===== src/rtl/multiplier_ctrl.sv =====
// Sequencing controller for the byte-sliced RV32M multiplier datapath: one load cycle,
// four rotate/partial-product cycles, optional accumulate drain, then a one-cycle done.
module multiplier_ctrl #(
    parameter int unsigned PIPE = 32'd1
) (
    input  logic       clk_i,
    input  logic       rst_i,
    input  logic       start_i,
    input  logic [1:0] funct3_i,
    input  logic       kill_i,
    output logic       ready_o,
    output logic       busy_o,
    output logic       done_o,
    output logic       hi_sel_o,
    output logic       reg_A_en_o,
    output logic       reg_B_en_o,
    output logic       mux_B_sel_o,
    output logic       rol_en_o,
    output logic       signed_A_o,
    output logic [3:0] sig_ctrl_B_o,
    output logic [2:0] shift_0_o,
    output logic [2:0] shift_1_o,
    output logic [2:0] shift_2_o,
    output logic [2:0] shift_3_o,
    output logic       AC_en_o,
    output logic       acc_clr_o
);

    localparam logic [2:0] ST_IDLE  = 3'd0;
    localparam logic [2:0] ST_LOAD  = 3'd1;
    localparam logic [2:0] ST_CALC  = 3'd2;
    localparam logic [2:0] ST_DRAIN = 3'd3;
    localparam logic [2:0] ST_DONE  = 3'd4;

    logic [2:0]       state_q, state_d;
    logic [1:0]       step_q, step_d;
    logic [1:0]       op_q, op_d;
    logic             hi_sel_q, hi_sel_d;

    logic             ready_q, ready_d;
    logic             busy_q, busy_d;
    logic             done_q, done_d;
    logic             reg_a_en_q, reg_a_en_d;
    logic             reg_b_en_q, reg_b_en_d;
    logic             mux_b_sel_q, mux_b_sel_d;
    logic             rol_en_q, rol_en_d;
    logic             signed_a_q, signed_a_d;
    logic [3:0]       sig_ctrl_b_q, sig_ctrl_b_d;
    logic [3:0][2:0]  shift_q, shift_d;
    logic             ac_en_q, ac_en_d;
    logic             acc_clr_q, acc_clr_d;

    logic             acc_vld_s;
    logic [1:0]       acc_step_s;

    // Slot i multiplies A byte i by original B byte (i - step) mod 4.
    function automatic logic [2:0] slot_shift(input logic [1:0] slot, input logic [1:0] step);
        logic [1:0] byte_j;
        byte_j = slot - step;
        return {1'b0, slot} + {1'b0, byte_j};
    endfunction

    function automatic logic [3:0] sign_slot(input logic [1:0] step);
        logic [3:0] vec;
        logic [1:0] slot;
        vec       = 4'b0000;
        slot      = step + 2'd3;
        vec[slot] = 1'b1;
        return vec;
    endfunction

    function automatic logic op_signed_a(input logic [1:0] op);
        return (op == 2'b01) || (op == 2'b10);
    endfunction

    function automatic logic op_signed_b(input logic [1:0] op);
        return (op == 2'b01);
    endfunction

    // Sequencer next state, operation capture and result word select.
    always_comb begin
        state_d  = state_q;
        step_d   = step_q;
        op_d     = op_q;
        hi_sel_d = hi_sel_q;
        case (state_q)
            ST_IDLE: begin
                if (start_i) begin
                    state_d  = ST_LOAD;
                    step_d   = 2'd0;
                    op_d     = funct3_i;
                    hi_sel_d = (funct3_i != 2'b00);
                end else begin
                    state_d  = ST_IDLE;
                end
            end
            ST_LOAD: begin
                state_d = ST_CALC;
                step_d  = 2'd0;
            end
            ST_CALC: begin
                if (step_q == 2'd3) begin
                    state_d = (PIPE != 32'd0) ? ST_DRAIN : ST_DONE;
                    step_d  = 2'd0;
                end else begin
                    step_d  = step_q + 2'd1;
                end
            end
            ST_DRAIN: state_d = ST_DONE;
            ST_DONE:  state_d = ST_IDLE;
            default: begin
                state_d = ST_IDLE;
                step_d  = 2'd0;
            end
        endcase
        if (kill_i && (state_q != ST_IDLE)) begin
            state_d = ST_IDLE;
            step_d  = 2'd0;
        end else begin
            state_d = state_d;
        end
    end

    if (PIPE == 32'd0) begin : g_no_pipe
        // Accumulate controls follow the partial-product step being issued.
        always_comb begin
            acc_vld_s  = (state_d == ST_CALC);
            acc_step_s = step_d;
        end
    end else begin : g_pipe
        // Accumulate controls trail one cycle behind; kill flushes the pending step.
        always_comb begin
            acc_vld_s  = (state_q == ST_CALC) && !kill_i;
            acc_step_s = step_q;
        end
    end

    // Moore decode of the upcoming cycle, registered into the output flops.
    always_comb begin
        ready_d     = (state_d == ST_IDLE);
        busy_d      = (state_d != ST_IDLE);
        done_d      = (state_d == ST_DONE);
        reg_a_en_d  = (state_d == ST_LOAD);
        reg_b_en_d  = (state_d == ST_LOAD) || (state_d == ST_CALC);
        mux_b_sel_d = (state_d == ST_CALC);
        rol_en_d    = (state_d == ST_CALC);
        signed_a_d  = busy_d && op_signed_a(op_d);
        if ((state_d == ST_CALC) && op_signed_b(op_d)) begin
            sig_ctrl_b_d = sign_slot(step_d);
        end else begin
            sig_ctrl_b_d = 4'b0000;
        end
        ac_en_d   = acc_vld_s;
        acc_clr_d = acc_vld_s && (acc_step_s == 2'd0);
        for (int i = 0; i < 4; i++) begin
            shift_d[i] = acc_vld_s ? slot_shift(2'(i), acc_step_s) : 3'd0;
        end
    end

    // State and output registers with synchronous reset.
    always_ff @(posedge clk_i) begin
        if (rst_i) begin
            state_q      <= ST_IDLE;
            step_q       <= 2'd0;
            op_q         <= 2'b00;
            hi_sel_q     <= 1'b0;
            ready_q      <= 1'b1;
            busy_q       <= 1'b0;
            done_q       <= 1'b0;
            reg_a_en_q   <= 1'b0;
            reg_b_en_q   <= 1'b0;
            mux_b_sel_q  <= 1'b0;
            rol_en_q     <= 1'b0;
            signed_a_q   <= 1'b0;
            sig_ctrl_b_q <= 4'b0000;
            shift_q      <= '0;
            ac_en_q      <= 1'b0;
            acc_clr_q    <= 1'b0;
        end else begin
            state_q      <= state_d;
            step_q       <= step_d;
            op_q         <= op_d;
            hi_sel_q     <= hi_sel_d;
            ready_q      <= ready_d;
            busy_q       <= busy_d;
            done_q       <= done_d;
            reg_a_en_q   <= reg_a_en_d;
            reg_b_en_q   <= reg_b_en_d;
            mux_b_sel_q  <= mux_b_sel_d;
            rol_en_q     <= rol_en_d;
            signed_a_q   <= signed_a_d;
            sig_ctrl_b_q <= sig_ctrl_b_d;
            shift_q      <= shift_d;
            ac_en_q      <= ac_en_d;
            acc_clr_q    <= acc_clr_d;
        end
    end

    assign ready_o      = ready_q;
    assign busy_o       = busy_q;
    assign done_o       = done_q;
    assign hi_sel_o     = hi_sel_q;
    assign reg_A_en_o   = reg_a_en_q;
    assign reg_B_en_o   = reg_b_en_q;
    assign mux_B_sel_o  = mux_b_sel_q;
    assign rol_en_o     = rol_en_q;
    assign signed_A_o   = signed_a_q;
    assign sig_ctrl_B_o = sig_ctrl_b_q;
    assign shift_0_o    = shift_q[0];
    assign shift_1_o    = shift_q[1];
    assign shift_2_o    = shift_q[2];
    assign shift_3_o    = shift_q[3];
    assign AC_en_o      = ac_en_q;
    assign acc_clr_o    = acc_clr_q;

endmodule


===== config.mk =====
export PLATFORM = sky130hd
export DESIGN_NAME = multiplier_ctrl
export DESIGN_NICKNAME = d
export VERILOG_FILES = /design/src/rtl/multiplier_ctrl.sv
export SDC_FILE = /design/constraint.sdc
export NUM_CORES = 1
export LEC_CHECK = 0
export BUFFER_PORTS_ARGS = -buffer_cell sky130_fd_sc_hd__buf_4
export CORE_UTILIZATION = 30
export CTS_CLUSTER_SIZE = 28
export DETAILED_ROUTE_END_ITERATION = 8
export PLACE_DENSITY_LB_ADDON = 0.1
export SLEW_MARGIN = 20
export SYNTH_ARGS = -nofsm -noshare
export SYNTH_HDL_FRONTEND = slang
export SYNTH_SLANG_ARGS = --single-unit
export TNS_END_PERCENT = 5

===== constraint.sdc =====
create_clock -name clk_i -period 2.1 [get_ports clk_i]
set_input_delay 0.42 -clock clk_i [delete_from_list [all_inputs] [get_ports clk_i]]
set_output_delay 0.42 -clock clk_i [all_outputs]
set_load 0.01 [all_outputs]

==> impl_results.md <==
* Status: finished, final reports clean
* Port bufs at 31
* PostCTS Resize Cnt at 0
* Gate power share at 12.1%
* Number of flops mapped to enable cells by yosys at 0
* Post-synthesis sequential area ratio at 46.6%
* Worst hold path type: input pin to flip-flop
* Seq pwr share at 54.5%
* Inserted Diodes at 0
* Mapped Nets at 121
* Netlist cell types at 36
* Layout Area Growth over Synthesis at 26.6%
* Mapped Cells at 110
* Slowest-stage cell, CP: dfxtp_1
* Crit path capture type: flip-flop
* Crit Path Class: flip-flop to flip-flop
* Total clock buffers created by CTS at 3
* Antenna Violating Nets Remaining at 0
* Ys async rst share at 0%
* WL per Instance at 11.4 um
* Commonest non-fill, non-tap cells in the layout: buf_4, dfxtp_1, nor2_1
* Clock Tree Root: clkbuf_8
* Seq cells post-synth at 26
* CP Max Fanout at 4
* Clk slew on worst S/H paths at 0.09 ns
* Avg Vias per Cell at 4.59
* Post-CTS Setup Inserts at 0
* Total gr overflow at 0
* PD cells at 670 mW/mm^2
* Clk_lat worst skew at 0.26 ns
* Worst-margin pin slew at 0.696 ns
* Maximum clock frequency at 0.535 GHz
* Largest buffer count on any clock path at 2
* Max-slew violation count at 0
* Clock share of power at 33.4%
* Crit path required time at 2.31 ns
* Start of the worst register-to-register path: state_q[1]
* Maximum vdd drop at 0.000275 V
* FP Rows at 21
* Initial core utilization at 32.4%
* Initial DRC Count at 10
* Most common cell after layout, fill and taps aside: buf_4
* Vias in the first global route at 801
* Antenna violations before repair at 0
* CTS tree: built
* Int Pwr at 0.730 mW
* Yosys warnings at 0
* Hold path start: funct3_i[1]
* CP arrival at 2.08 ns
* Sw Ratio at 22.8%
* Nets@finish at 148
* Die height at 63.0 um
* Vias at 835
* # setup viols final at 0
* First drt pass iteration count at 4
* Final setup TNS at 0 ns
* LEAKAGE at 0.618 nW
* NetSw at 0.216 mW
* Hold buffers post-CTS at 0
* RSZ-0062 raised after global routing: false
* H-tree depth at 1
* GRT Util Overall at 10.8%
* CP startpoint: state_q[1]
* First-pass GRT wire length at 3530 um
* Slew headroom at 53.4%
* Final HPWL DP at 1550 um
* Largest net degree at the start of global routing at 15
* # fillers at 341
* Clk_skew at 0.00209 ns
* GP Congestion at 0.760
* Final min period at 1.87 ns
* Residual DRC count at 0
* Final Cycle Share at 89.0%
* Full die area at 0.00397 mm^2
* WL final at 2080 um
* CP Launch Type: flip-flop
* Clock tree sinks at 26
* Average size of a mapped cell at 10.1 um^2
* # IOs at 33
* Hold Worst Slack at 0.423 ns
* Fin util at 41.0%
* Synth Flop Type: dfxtp_1
* Placeable Area at 0.00344 mm^2
* Final Hold Vio Count at 0
* Die W at 63.0 um
* Critical-path cell list: nand2b_4 > nor3_2 > buf_4 > mux2i_2 > ha_1 > inv_1 > nor3_1 > nor4b_4 > and2_1
* Post-Syn Area at 0.00112 mm^2
* Slowest stage delay, CP at 0.32 ns
* Ratio of cells with drive above 1 in the final layout at 35.3%
* Max-cap violations at 0
-- metrics by stage --
stage | instance area, um^2 | power (mW) | cells | setup WS (ns)
2_1_floorplan | 1120 | 0.598 | 110 | 0.122
3_3_place_gp | 1340 | 0.636 | 178 | 0.127
3_5_place_dp | 1340 | 0.637 | 178 | 0.0755
4_1_cts | 1400 | 0.958 | 182 | 0.207
5_1_grt | 1410 | 0.999 | 182 | 0.00437
6_report | 1410 | 0.946 | 182 | 0.230
-- registers in the layout, summed over array words and instances (netlist names), 2 cells and up --
signal and cells:
shift_0_o 2, acc_step_s 2, state_q 3, sig_ctrl_B_o 4, op_q 2, shift_1_o 2
-- critical path, delay by kind of cell (launching register included) --
family / cells / cell delay (ns)
and+or+nand+nor: 5 / 0.85
DFF: 1 / 0.32
muxes: 1 / 0.24
buffers and inverters: 2 / 0.22
adders and majority gates: 1 / 0.20
-- power groups by stage --
stage	logic, mW	registers [mW]	clock network, mW
2_1_floorplan	0.0657	0.532	0
3_3_place_gp	0.110	0.526	0
3_5_place_dp	0.110	0.527	0
4_1_cts	0.111	0.515	0.332
5_1_grt	0.126	0.518	0.355
6_report	0.114	0.516	0.316
-- final cells by class --
cell class	instances	area, um^2	area share, %
Sequential cell	26	520	36.8
Multi-Input combinational cell	67	502	35.5
Inverter	4	15.0	1.06
Clock buffer	4	55.1	3.90
Timing Repair Buffer	35	263	18.6
Tap cell	46	57.6	4.07
-- per-layer routing --
layer	GRT usage (%)	share of wire (%)
met1	14.0	49
met2	18.5	47
met3	1.82	3.7
met4	2.62	0.38
met5	0	0
-- Yosys cell counts, types with 3 or more instances --
| cell | number | area (um^2) |
|---|---|---|
| nor2b_1 | 5 | 31.3 |
| nor4b_1 | 3 | 26.3 |
| inv_1 | 4 | 15.0 |
| buf_4 | 8 | 60.1 |
| nor3_1 | 5 | 25.0 |
| o21ai_0 | 4 | 20.0 |
| ha_1 | 5 | 62.6 |
| nand2_1 | 3 | 11.3 |
| dfxtp_1 | 26 | 521 |
| and2_1 | 5 | 31.3 |
| nor2_1 | 10 | 37.5 |
-- cells by family (layout without fill, tap and decap cells) --
| family | count (synthesis) | after routing | synth area share (%) |
|---|---|---|---|
| simple gates | 44 | 44 | 24.3 |
| mux | 4 | 4 | 3.81 |
| flops | 26 | 26 | 46.6 |
| fa+ha+maj | 5 | 5 | 5.61 |
| compound gates | 12 | 12 | 8.52 |
| buf+inv | 17 | 43 | 9.98 |
| xor+xnor | 1 | 1 | 0.785 |
| other cells | 1 | 1 | 0.336 |
-- worst paths after layout --
kind	to	cells past startpoint	slack (ns)
worst max-delay path	sig_ctrl_B_o[1]	9	0.23
worst min-delay path	op_q[1]	3	0.42
worst min register to register	hi_sel_o	2	0.52
worst max register to register	sig_ctrl_B_o[1]	9	0.23
(Power assumes the default switching activity.)
